--- config.mk ---
export PLATFORM = sky130hd
export DESIGN_NAME = out_serializer_flat
export DESIGN_NICKNAME = d
export VERILOG_FILES = /design/src/rtl/out_serializer_if.sv /design/src/rtl/out_serializer.sv /design/src/flat_wrapper.sv
export SDC_FILE = /design/constraint.sdc
export NUM_CORES = 1
export LEC_CHECK = 0
export ABC_AREA = 1
export ABC_CLOCK_PERIOD_IN_PS = 2800
export BUFFER_PORTS_ARGS = -buffer_cell sky130_fd_sc_hd__buf_4
export CAP_MARGIN = 20
export CORE_ASPECT_RATIO = 0.9
export CORE_MARGIN = 5
export CORE_UTILIZATION = 60
export DETAILED_ROUTE_END_ITERATION = 8
export PLACE_DENSITY_LB_ADDON = 0.12
export SYNTH_ARGS = -nofsm -noshare
export SYNTH_HDL_FRONTEND = slang
export SYNTH_SLANG_ARGS = --single-unit
--- constraint.sdc ---
create_clock -name i_clk -period 2.8 [get_ports i_clk]
set_clock_uncertainty 0.15 [all_clocks]
set_input_delay 0.7 -clock i_clk [delete_from_list [all_inputs] [get_ports i_clk]]
set_output_delay 0.7 -clock i_clk [all_outputs]
set_load 0.05 [all_outputs]
--- src/rtl/out_serializer_if.sv ---
// Byte-write / serial-status bundle between the CPU-side control unit and
// the output serializer.
interface out_serializer_if;
    logic [7:0] i_data;
    logic       i_wrOut;
    logic       o_tx;
    logic       o_full;
    logic       o_empty;
    logic       o_busy;
    logic       o_overflow;

    // Control-unit side: drives bytes and write strobes, observes status.
    modport master (
        output i_data, i_wrOut,
        input  o_tx, o_full, o_empty, o_busy, o_overflow
    );

    // Serializer side.
    modport slave (
        input  i_data, i_wrOut,
        output o_tx, o_full, o_empty, o_busy, o_overflow
    );
endinterface

--- src/rtl/out_serializer.sv ---
// Output serializer: a small byte FIFO feeding an 8N1 transmitter.
// Frames go back to back while the queue holds data; o_tx is always a flop.
module out_serializer #(
    parameter int CLKS_PER_BIT = 16,
    parameter int FIFO_DEPTH   = 4
) (
    input  logic              i_clk,
    input  logic              i_nReset,
    out_serializer_if.slave   bus
);
    localparam int PTR_W = $clog2(FIFO_DEPTH);
    localparam int CNT_W = PTR_W + 1;

    typedef enum logic [1:0] {IDLE, START, DATA, STOP} state_t;

    // ---------------- queue ----------------
    logic [7:0]       mem [FIFO_DEPTH];
    logic [PTR_W-1:0] wrPtr, rdPtr;
    logic [CNT_W-1:0] count, countNext;
    logic             full, empty, overflow;
    logic             push, pop;
    logic [7:0]       head;

    // A write while full is dropped even if a pop frees a slot this cycle.
    assign push = bus.i_wrOut & ~full;
    assign head = mem[rdPtr];

    // Occupancy after this edge; drives the registered full/empty flags.
    always_comb begin
        countNext = count;
        case ({push, pop})
            2'b10:   countNext = count + CNT_W'(1);
            2'b01:   countNext = count - CNT_W'(1);
            default: countNext = count;
        endcase
    end

    // Pointers, count and status flags; pointers wrap naturally (power-of-two depth).
    always_ff @(posedge i_clk or negedge i_nReset) begin
        if (!i_nReset) begin
            wrPtr    <= '0;
            rdPtr    <= '0;
            count    <= '0;
            full     <= 1'b0;
            empty    <= 1'b1;
            overflow <= 1'b0;
        end else begin
            if (push) wrPtr <= wrPtr + PTR_W'(1);
            if (pop)  rdPtr <= rdPtr + PTR_W'(1);
            count <= countNext;
            full  <= (countNext == CNT_W'(FIFO_DEPTH));
            empty <= (countNext == '0);
            if (bus.i_wrOut && full) overflow <= 1'b1;
        end
    end

    // Storage array; contents are don't-care until written, so no reset.
    always_ff @(posedge i_clk) begin
        if (push) mem[wrPtr] <= bus.i_data;
    end

    // ---------------- transmitter ----------------
    state_t     state, stateNext;
    logic [7:0] bitCnt, bitCntNext;
    logic [2:0] bitIdx, bitIdxNext;
    logic [7:0] shiftReg, shiftNext;
    logic       txReg, txNext;
    logic       busyReg;
    logic       bitDone;

    assign bitDone = (bitCnt == 8'(CLKS_PER_BIT - 1));

    // Next-state, counters, shifter and pop request; o_tx level follows the next state.
    always_comb begin
        stateNext  = state;
        bitCntNext = bitCnt + 8'd1;
        bitIdxNext = bitIdx;
        shiftNext  = shiftReg;
        pop        = 1'b0;
        case (state)
            IDLE: begin
                bitCntNext = '0;
                if (!empty) begin
                    pop        = 1'b1;
                    shiftNext  = head;
                    bitIdxNext = '0;
                    stateNext  = START;
                end
            end
            START: begin
                if (bitDone) begin
                    bitCntNext = '0;
                    stateNext  = DATA;
                end
            end
            DATA: begin
                if (bitDone) begin
                    bitCntNext = '0;
                    if (bitIdx == 3'd7) begin
                        stateNext = STOP;
                    end else begin
                        shiftNext  = {1'b0, shiftReg[7:1]};
                        bitIdxNext = bitIdx + 3'd1;
                    end
                end
            end
            STOP: begin
                if (bitDone) begin
                    bitCntNext = '0;
                    if (!empty) begin
                        // Chain straight into the next start bit, no idle cycle.
                        pop        = 1'b1;
                        shiftNext  = head;
                        bitIdxNext = '0;
                        stateNext  = START;
                    end else begin
                        stateNext = IDLE;
                    end
                end
            end
            default: stateNext = IDLE;
        endcase

        case (stateNext)
            START:   txNext = 1'b0;
            DATA:    txNext = shiftNext[0];
            default: txNext = 1'b1;
        endcase
    end

    // Transmitter state register; o_tx and o_busy come straight from flops.
    always_ff @(posedge i_clk or negedge i_nReset) begin
        if (!i_nReset) begin
            state    <= IDLE;
            bitCnt   <= '0;
            bitIdx   <= '0;
            shiftReg <= '0;
            txReg    <= 1'b1;
            busyReg  <= 1'b0;
        end else begin
            state    <= stateNext;
            bitCnt   <= bitCntNext;
            bitIdx   <= bitIdxNext;
            shiftReg <= shiftNext;
            txReg    <= txNext;
            busyReg  <= (stateNext != IDLE);
        end
    end

    assign bus.o_tx       = txReg;
    assign bus.o_busy     = busyReg;
    assign bus.o_full     = full;
    assign bus.o_empty    = empty;
    assign bus.o_overflow = overflow;
endmodule
--- src/flat_wrapper.sv ---
// flat-port wrapper written by rule: the top's interface ports become plain ports
module out_serializer_flat 
#(
    parameter int CLKS_PER_BIT = 16,
    parameter int FIFO_DEPTH   = 4
)
  (i_clk, i_nReset, bus_i_data, bus_i_wrOut, bus_o_tx, bus_o_full, bus_o_empty, bus_o_busy, bus_o_overflow);
  out_serializer_if bus_i ();
  input  logic i_clk;
  input  logic i_nReset;
  input wire logic [$bits(bus_i.i_data)-1:0] bus_i_data;
  input wire logic [$bits(bus_i.i_wrOut)-1:0] bus_i_wrOut;
  output wire logic [$bits(bus_i.o_tx)-1:0] bus_o_tx;
  output wire logic [$bits(bus_i.o_full)-1:0] bus_o_full;
  output wire logic [$bits(bus_i.o_empty)-1:0] bus_o_empty;
  output wire logic [$bits(bus_i.o_busy)-1:0] bus_o_busy;
  output wire logic [$bits(bus_i.o_overflow)-1:0] bus_o_overflow;
  assign bus_i.i_data = bus_i_data;
  assign bus_i.i_wrOut = bus_i_wrOut;
  assign bus_o_tx = bus_i.o_tx;
  assign bus_o_full = bus_i.o_full;
  assign bus_o_empty = bus_i.o_empty;
  assign bus_o_busy = bus_i.o_busy;
  assign bus_o_overflow = bus_i.o_overflow;
  out_serializer #(.CLKS_PER_BIT(CLKS_PER_BIT), .FIFO_DEPTH(FIFO_DEPTH)) u_core (.i_clk(i_clk), .i_nReset(i_nReset), .bus(bus_i));
endmodule
# --- Yosys cells after proc, flatten, opt, wreduce, memory -nomap -nowiden ---
# Memories as Yosys holds them, arrays and structs flattened.
# Cells that the tools add are included.
word_totals:
  elab_cells: 68
  register_bits: 33
  in_bits: 11
  ramBits: 32
  mem_count: 1
  out_inout_bits: 5
mem_list:
  columns: ["name", "depth", "word_bits", "read_ports", "rd_clocked_by_memory_dff", "wr", "line_no", "rtl"]
  rows:
  - ["u_core.mem", 4, 8, 1, 0, 1, "out_serializer.sv:17", "logic [7:0] mem [FIFO_DEPTH];"]
op_classes:
  reduce_logical: 7
  n_mux: 26
  n_eq_ne: 13
  bitwise: 2
  addsub: 6
op_table:
  columns: ["operator", "count"]
  rows:
  - ["8-bit 2-to-1 mux", 5]
  - ["8-bit one-hot mux with 3 select lines", 1]
  - ["8-bit one-hot mux with 2 select lines", 1]
  - ["3-bit 2-to-1 mux", 4]
  - ["2-bit 2-to-1 mux", 5]
  - ["3-bit one-hot mux with 3 select lines", 1]
  - ["8-bit by 1-bit adder with 8-bit output (second input constant)", 1]
  - ["2-bit equality test (second input constant)", 4]
  - ["8-bit by 4-bit equality test with 1-bit output (second input constant)", 1]
  - ["2-bit one-hot mux with 4 select lines", 1]
  - ["3-bit by 1-bit adder with 3-bit output (second input constant)", 2]
  - ["2-bit by 1-bit equality test with 1-bit output (second input constant)", 3]
  - ["3-bit equality test (second input constant)", 2]
  - ["3-bit one-hot mux with 2 select lines", 1]
  - ["1-bit 2-to-1 mux", 5]
  - ["2-bit by 1-bit adder with 2-bit output (second input constant)", 2]
  - ["2-bit by 1-bit != test with 1-bit output (second input constant)", 2]
  - ["1-bit one-hot mux with 2 select lines", 2]
  - ["4-bit AND reduction", 1]
  - ["3-bit zero test", 1]
  - ["3-bit nonzero test", 1]
  - ["3-bit OR reduction", 1]
  - ["3-bit by 1-bit subtractor with 3-bit output (second input constant)", 1]
  - ["2-bit zero test", 1]
  - ["other kinds (5)", 5]

# --- Logic depth before layout (Yosys ltp) ---
# Gate-level depths: netlist (run 1).
depth:
  word_depth: 6
  mapped_depth: 14
  depth_no_buf: 14

# --- Least setup slack after synthesis (run 1) ---
# OpenSTA, ideal clock, no wires.
synth_path:
  path_type: "reg-to-reg"
  start: "register u_core.empty (netlist: u_core.bus.o_empty)"
  end: "register u_core.full (netlist: u_core.bus.o_full)"
  path_stages_with_launch: 10
  period_less_slack_ns: 2.596
  path_slack_ns: 0.204
  t_arrival_ns: 2.375
  path_buffers: 1
  setup_ns: 0.071
  required_time_ns: 2.579
  cell_sequence: "dfstp_2 > buf_2 > nor2_1 > nand2_2 > inv_1 > ha_1 > fa_1 > mux2_2 > or2_2 > nor2_1"
synth_via:
  elab_chain_len: 6
  word_cells_on_any_way: 7
  cone_classes: "eq/ne (3); mux (4)"
synth_lines:
  columns: ["item", "line_no", "rtl"]
  rows:
  - ["from (decl)", "out_serializer.sv:20", "logic full, empty, overflow;"]
  - ["from (signal assigned)", "out_serializer.sv:52", "empty <= (countNext == '0);"]
  - ["1-bit 2-to-1 mux (*)", "out_serializer.sv:83, out_serializer.sv:110", null]
  - ["1-bit 2-to-1 mux", "out_serializer.sv:108", "if (bitDone) begin"]
  - ["1-bit one-hot mux with 2 select lines (*)", "out_serializer.sv:80", "case (state)"]
  - ["2-bit by 1-bit equality test with 1-bit output or 2-bit equality test (tied branches)", "out_serializer.sv:31", "case ({push, pop})"]
  - ["3-bit one-hot mux with 2 select lines (*)", "out_serializer.sv:31", null]
  - ["named net u_core.countNext[1]", "out_serializer.sv:19", "logic [CNT_W-1:0] count, countNext;"]
  - ["3-bit equality test (*)", "out_serializer.sv:51", "full <= (countNext == CNT_W'(FIFO_DEPTH));"]
  - ["to (signal assigned)", "out_serializer.sv:51", null]
  - ["to (decl)", "out_serializer.sv:20", null]
# The timed path passes the listed nets; every way through them passes the cells marked *.
# A chain may end at the register's enable or synchronous reset.

# --- Worst setup path in the final report (run 1) ---
layout_path:
  start: "register u_core.bitCnt[1]"
  end: "register u_core.full (netlist: u_core.bus.o_full)"
layout_via:
  elab_chain_len: 6
  word_cells_on_any_way: 7
  cone_classes: "eq/ne (4); mux (3)"
layout_lines:
  columns: ["item", "line_no", "rtl"]
  rows:
  - ["from (decl)", "out_serializer.sv:64", "logic [7:0] bitCnt, bitCntNext;"]
  - ["from (signal assigned)", "out_serializer.sv:142", "bitCnt <= bitCntNext;"]
  - ["8-bit by 4-bit equality test with 1-bit output (*)", "out_serializer.sv:71", "assign bitDone = (bitCnt == 8'(CLKS_PER_BIT - 1));"]
  - ["1-bit 2-to-1 mux (*)", "out_serializer.sv:108", null]
  - ["1-bit one-hot mux with 2 select lines (*)", "out_serializer.sv:80", null]
  - ["2-bit by 1-bit equality test with 1-bit output or 2-bit equality test (tied branches)", "out_serializer.sv:31", null]
  - ["3-bit one-hot mux with 2 select lines (*)", "out_serializer.sv:31", null]
  - ["named net u_core.countNext[1]", "out_serializer.sv:19", null]
  - ["3-bit equality test (*)", "out_serializer.sv:51", null]
# Marks and branches as above.

==> flow_metrics.tcl, run 1 <==
set metrics [dict create \
    fill_cells 366 \
    ys_top_cells_by_count "nand2_1 (40), inv_1 (37), nor2_1 (36), edfxtp_1 (32), dfrtp_1 (31)" \
    synth_cells 294 \
    cts-buffers-inserted 9 \
    avgSynthCellArea_sq_um 10.4 \
    start_kind "register" \
    syn2layout_area_growth_pct 12.9 \
    hold_violations 0 \
    async_reset_ff_share_pct 50.8 \
    wl_per_cell_um 13.5 \
    synthTopCellsByArea "edfxtp_1 (31%), dfrtp_1 (25%), ha_1 (5.3%)" \
    pwr_density_cell_nw_per_um2 654 \
    syn_nets 319 \
    cts_tree "done" \
    final_nets 346 \
    ff2ff_path_depth 12 \
    drive_gt1_share_pct 19.1 \
    drtAntennaViolNets 0 \
    cts_sinks 65 \
    place.gp.congestion 0.785 \
    yosysMostFrequentCell "nand2_1" \
    fin_crit_sh_pct 94.6 \
    period_minus_slack_ps 2650 \
    grt_usage_pct 17.7 \
    end_kind "register" \
    setup_viol 0 \
    criticalPathCategory "reg -> reg" \
    arrival_ps 2770 \
    num_vias 2043 \
    synth_area_leader_cell "edfxtp_1" \
    synth-seq-cells 65 \
    drtIter0Drc 116 \
    fp-row-count 24 \
    layout_setup_ws_ps 150 \
    yosys.area.top_type_share_pct 31.4 \
    ir_drop_mv 0.689 \
    clk_latency_ps 340 \
    outcome "complete, no violations" \
    n_antenna_cell 0 \
    whs_ps 135 \
    grt_pass1_vias 1972 \
    synth_flop_cell "edfxtp_1" \
    die_y_um 77.7 \
    dp_hpwl_um 3600 \
    totalWireLength_um 5250 \
    synth_area_sq_um 3060 \
    multi_input_area_sq_um 1080 \
    max_freq_ghz 0.377 \
    pin_count 16 \
    die_x_um 85.2 \
    drv_slew 0 \
    worst_pin_slew_ps 569 \
    p_total_w 0.00226 \
    synth_edf_count 32 \
    timing.max_cap.violations 0 \
    drc_errors 0 \
    grt_pass1_wl_um 9030 \
    portBuffers 15 \
    start_util_pct 62.4 \
    cts_max_path_buffers 2 \
    hold_path.class "in -> async" \
    slowest_delay_ps 420 \
    first_pass_iters 4 \
    seq_area_frac_synth_pct 58.6 \
    maxSlewHeadroom_pct 62.1 \
    coreArea_sq_um 4890 \
    cpMaxStageDelayCell "fa_1" \
    synth.distinct_cells 36 \
    place_ws_ps 33.4 \
    yosys_warnings 0 \
    path_cells "ha_2, nand3_4, nor2_8, nand2_1, nand2_2, nand2_2, inv_1, ha_2, fa_1, mux2_2, or2_2, nor2_1" \
    path_max_fanout 5 \
    seqCellArea_sq_um 1790 \
    required_ps 2920 \
    p_leak_nw 1.51 \
    cts_max_level 3 \
    via_per_inst 5.24 \
    cts_root_buf "clkbuf_8" \
    antenna_found_initial 0 \
    grt.overflow.total 0 \
    dieArea_sq_um 6620 \
    grt_max_degree 34 \
    clk_pin_slew_ps 70 \
]
-- path summary, 6_finish.rpt --
check                                                        from                           endpoint  slack, ps
worst max register to register         u_core.bitCnt[1]$_DFF_PN0_        u_core.bus.o_full$_DFF_PN0_        150
worst min register to register  u_core.bus.o_overflow$_DFFE_PN0P_  u_core.bus.o_overflow$_DFFE_PN0P_        310
worst max-delay path                   u_core.bitCnt[1]$_DFF_PN0_        u_core.bus.o_full$_DFF_PN0_        150
worst min-delay path                                     i_nReset         u_core.bitCnt[1]$_DFF_PN0_        130
max in group asynchronous                                i_nReset       u_core.bus.o_empty$_DFF_PN1_       2030
min in group i_clk              u_core.bus.o_overflow$_DFFE_PN0P_  u_core.bus.o_overflow$_DFFE_PN0P_        310
-- worst max-delay path, delay by kind of cell, from the launching register on --
kind	cells	cell delay [ps]
buffers and inverters	1	60
adder cells (fa/ha/maj)	3	830
multiplexers	1	280
flip-flops	1	370
AND/OR/NAND/NOR	7	880
-- cell usage in the layout (no fill, tap or decap), types with 3 or more instances in the layout --
cell type and count:
a21oi_1 17, buf_4 23, clkbuf_8 9, clkinv_4 3, dfrtp_1 31, edfxtp_1 32
ha_1 11, inv_1 37, inv_2 4, nand2_1 39, nand2_2 4, nand3_1 10
nor2_1 35, nor2_2 3, nor3_1 3, o211ai_1 7, o21ai_0 17, o21ai_1 3
o221ai_1 5, xor2_1 6
-- through the flow --
| stage | TNS, ps | cells | util (%) | instance area, sq um |
|---|---|---|---|---|
| finish | 0 | 390 | 70.5 | 3450 |
| global route | -2.00 | 390 | 70.5 | 3450 |
| CTS | 0 | 388 | 70.0 | 3420 |
| detailed placement | 0 | 373 | 66.5 | 3250 |
| global placement | 0 | 373 | 66.5 | 3250 |
| floorplan | 0 | 294 | - | 3060 |
-- power breakdown --
group | internal (W) | leakage (nW) | switching [W]
clock | 0.000318 | 0.0813 | 0.000360
sequential | 0.00115 | 0.695 | 0.0000499
combinational | 0.000143 | 0.732 | 0.000237
total | 0.00161 | 1.51 | 0.000647
-- layer usage --
layer  vias up  track usage, %  wire [um]
met2        37            28.3       2650
met5         -               0          0
met4         0            6.17         41
met3         5            5.83        275
li1       1027               -          -
met1       974            22.8       2290
-- registers in the layout, indices dropped and copies added (netlist names) --
signal and flops:
u_core.bus.o_overflow 1, u_core.count 3, u_core.state 2, u_core.bus.o_full 1, u_core.shiftReg 8, u_core.bitCnt 8, u_core.bus.o_busy 1, u_core.mem 32
u_core.bus.o_tx 1, u_core.rdPtr 2, u_core.bitIdx 3, u_core.wrPtr 2, u_core.bus.o_empty 1
-- logic make-up after synthesis --
logic type / after synthesis / share of synthesized area, %
AND/OR/NAND/NOR: 102 / 15.4
buffers and inverters: 48 / 6.35
flip-flops: 65 / 58.6
adder cells (fa/ha/maj): 14 / 5.98
XOR/XNOR: 8 / 2.29
multiplexers: 1 / 0.369
AO/OA/AOI/OAI: 56 / 11.1
-- what timing repair did --
action	in CTS	in global routing
endpoints found under the setup margin	0	2
setup buffers	0	2
hold buffers	0	0
gates resized for setup	0	4
-- cell type report --
cell class                      instances  area share, %
Clock buffer                            9           3.59
Clock inverter                          6           1.34
Inverter                               41           4.46
Multi-Input combinational cell        181           31.4
Sequential cell                        65           51.9
Tap cell                               65           2.36
Timing Repair Buffer                   23           5.01
(Power assumes the default switching activity.)
==> run 2, diff against run 1 <==
--- a/config.mk
+++ b/config.mk
@@ -9,11 +9,13 @@
 export ABC_CLOCK_PERIOD_IN_PS = 2800
 export BUFFER_PORTS_ARGS = -buffer_cell sky130_fd_sc_hd__buf_4
 export CAP_MARGIN = 20
+export CELL_PAD_IN_SITES_DETAIL_PLACEMENT = 1
+export CELL_PAD_IN_SITES_GLOBAL_PLACEMENT = 1
 export CORE_ASPECT_RATIO = 0.9
 export CORE_MARGIN = 5
-export CORE_UTILIZATION = 60
+export CORE_UTILIZATION = 48
 export DETAILED_ROUTE_END_ITERATION = 8
-export PLACE_DENSITY_LB_ADDON = 0.12
+export PLACE_DENSITY_LB_ADDON = 0.1
 export SYNTH_ARGS = -nofsm -noshare
 export SYNTH_HDL_FRONTEND = slang
 export SYNTH_SLANG_ARGS = --single-unit
==> flow_metrics.tcl, run 2 (synthesized netlist as in run 1, its figures left out) <==
set metrics [dict create \
    worst_pin_slew_ps 540 \
    critPathBufInv 1 \
    portBuffers 15 \
    drive_gt1_share_pct 19.6 \
    drc_errors 0 \
    top_regs "u_core.mem x32, u_core.bitCnt x8, u_core.shiftReg x8" \
    drv_slew 0 \
    pwr_density_cell_nw_per_um2 681 \
    final-instance-count-excl-fill 414 \
    p_int_w 0.00171 \
    cts_tree "done" \
    syn2layout_area_growth_pct 15.8 \
    cts_root_buf "clkbuf_8" \
    cts_sinks 65 \
    place_area_sq_um 3290 \
    netSwitchingPower_w 0.000696 \
    max_freq_ghz 0.380 \
    fin_crit_sh_pct 93.9 \
    end_kind "register" \
    n_antenna_cell 0 \
    die_x_um 94.1 \
    ir_drop_mv 0.475 \
    p_comb_share_pct 16.5 \
    grt.overflow.total 0 \
    crit_path_start "u_core.bitCnt[1]$_DFF_PN0_" \
    die_y_um 85.7 \
    largest_register_ffs 32 \
    setup_viol 0 \
    coreArea_sq_um 6150 \
    drtAntennaViolNets 0 \
    place.gp.congestion 0.718 \
    clk_pin_slew_ps 80 \
    path_delay_family "simple AND/OR/NAND/NOR gates" \
    final_nets 347 \
    p_seq_share_pct 49.9 \
    setup_tns_ps 0 \
    mostFrequentLayoutCells "nand2_1 (39), inv_1 (37), nor2_1 (35), edfxtp_1 (32), dfrtp_1 (31)" \
    grt_max_degree 34 \
    place_ws_ps 31.9 \
    largest_register "u_core.mem" \
    clkPwrFrac_pct 33.6 \
    pin_count 16 \
    hold_path.class "in -> async" \
    p_sw_share_pct 28.9 \
    period_minus_slack_ps 2630 \
    fill_cells 698 \
    start_kind "register" \
    place_inst 396 \
    dieArea_sq_um 8060 \
    slowest_delay_ps 420 \
    maxSlewHeadroom_pct 63.9 \
    arrival_ps 2760 \
    antenna_found_initial 0 \
    layout_setup_ws_ps 171 \
    r2r_slack_ps 170 \
    criticalPathCategory "reg -> reg" \
    start_util_pct 49.7 \
    via_per_inst 5.12 \
    timing.max_cap.violations 0 \
    grt_usage_pct 17.8 \
    grt_pass1_vias 2297 \
    grt_pass1_wl_um 11100 \
    num_vias 2120 \
    r2r-start "u_core.bitCnt[1]$_DFF_PN0_" \
    totalWireLength_um 6500 \
    final_common_cell "nand2_1" \
    fp-row-count 27 \
    rsz0062_at_grt "no" \
    dp_hpwl_um 4490 \
    path_cells "ha_4, nand3_4, nor2_8, nand2_1, nand2_2, nand2_2, inv_1, ha_4, fa_1, mux2_2, or2_2, nor2_1" \
    path_max_fanout 5 \
    cpMaxStageDelayCell "dfrtp_1" \
    hold_violations 0 \
    drtIter0Drc 102 \
    outcome "complete, no violations" \
    required_ps 2930 \
    wl_per_cell_um 15.7 \
    p_leak_nw 1.53 \
    first_pass_iters 4 \
    cts_max_path_buffers 2 \
    clk_latency_ps 350 \
    cts_max_level 3 \
    final_cell_area_sq_um 3540 \
    cts-buffers-inserted 9 \
]
## run 2: layout make-up
cell class / count / area, sq um / share of cell area (%)
multi-input combinational: 181 / 1100 / 31.2
timing repair buffer: 24 / 180 / 5.09
tap: 87 / 109 / 3.08
inverter: 41 / 154 / 4.35
clock inverter: 7 / 80.1 / 2.26
sequential: 65 / 1790 / 50.6
clock buffer: 9 / 124 / 3.50
## run 2: what timing repair did
action,4_1_cts,5_1_grt
setup buffers,0,2
hold buffers,0,0
gates resized for setup,1,5
setup endpoints to repair,2,2
pin swaps,0,2
## run 2: path summary, 6_finish.rpt
kind	endpoint	cells after the start
setup reg to reg	u_core.bus.o_empty$_DFF_PN1_	12
max in group asynchronous	u_core.bus.o_empty$_DFF_PN1_	1
hold reg to reg	u_core.bus.o_overflow$_DFFE_PN0P_	1
setup / recovery	u_core.bus.o_empty$_DFF_PN1_	12
hold / removal	u_core.bitIdx[2]$_DFFE_PN0P_	1
min in group i_clk	u_core.bus.o_overflow$_DFFE_PN0P_	1
## run 2: metal layers
layer | vias up | wire (um) | GRT usage [%]
li1 | 1034 | - | -
met1 | 1043 | 3100 | 24.5
met2 | 32 | 3110 | 27.9
met3 | 11 | 184 | 3.95
met4 | 0 | 102 | 6.30
met5 | - | 0 | 0
## run 2: worst reg2reg max path, stage by stage (launching register included)
cell and delay [ps]:
dfrtp_1 420, ha_4 180, nand3_4 100, nor2_8 140, nand2_1 80, nand2_2 90, nand2_2 80, inv_1 100
ha_4 150, fa_1 420, mux2_2 280, or2_2 290, nor2_1 100
## run 2: power groups by stage
stage | registers, W | clock network, W | logic (W)
6_report | 0.00120 | 0.000808 | 0.000398
5_1_grt | 0.00121 | 0.000886 | 0.000441
4_1_cts | 0.00120 | 0.000825 | 0.000403
3_5_place_dp | 0.00122 | 0 | 0.000396
3_3_place_gp | 0.00121 | 0 | 0.000377
2_1_floorplan | 0.00124 | 0 | 0.000214
## run 2: per-stage QoR
step	power, W	hold slack, ps	utilization, %
final	0.00241	127	57.5
after global routing	0.00254	154	57.5
after CTS	0.00243	145	56.9
after detailed placement	0.00162	308	53.5
after global placement	0.00159	295	53.5
after floorplan	0.00145	254	-
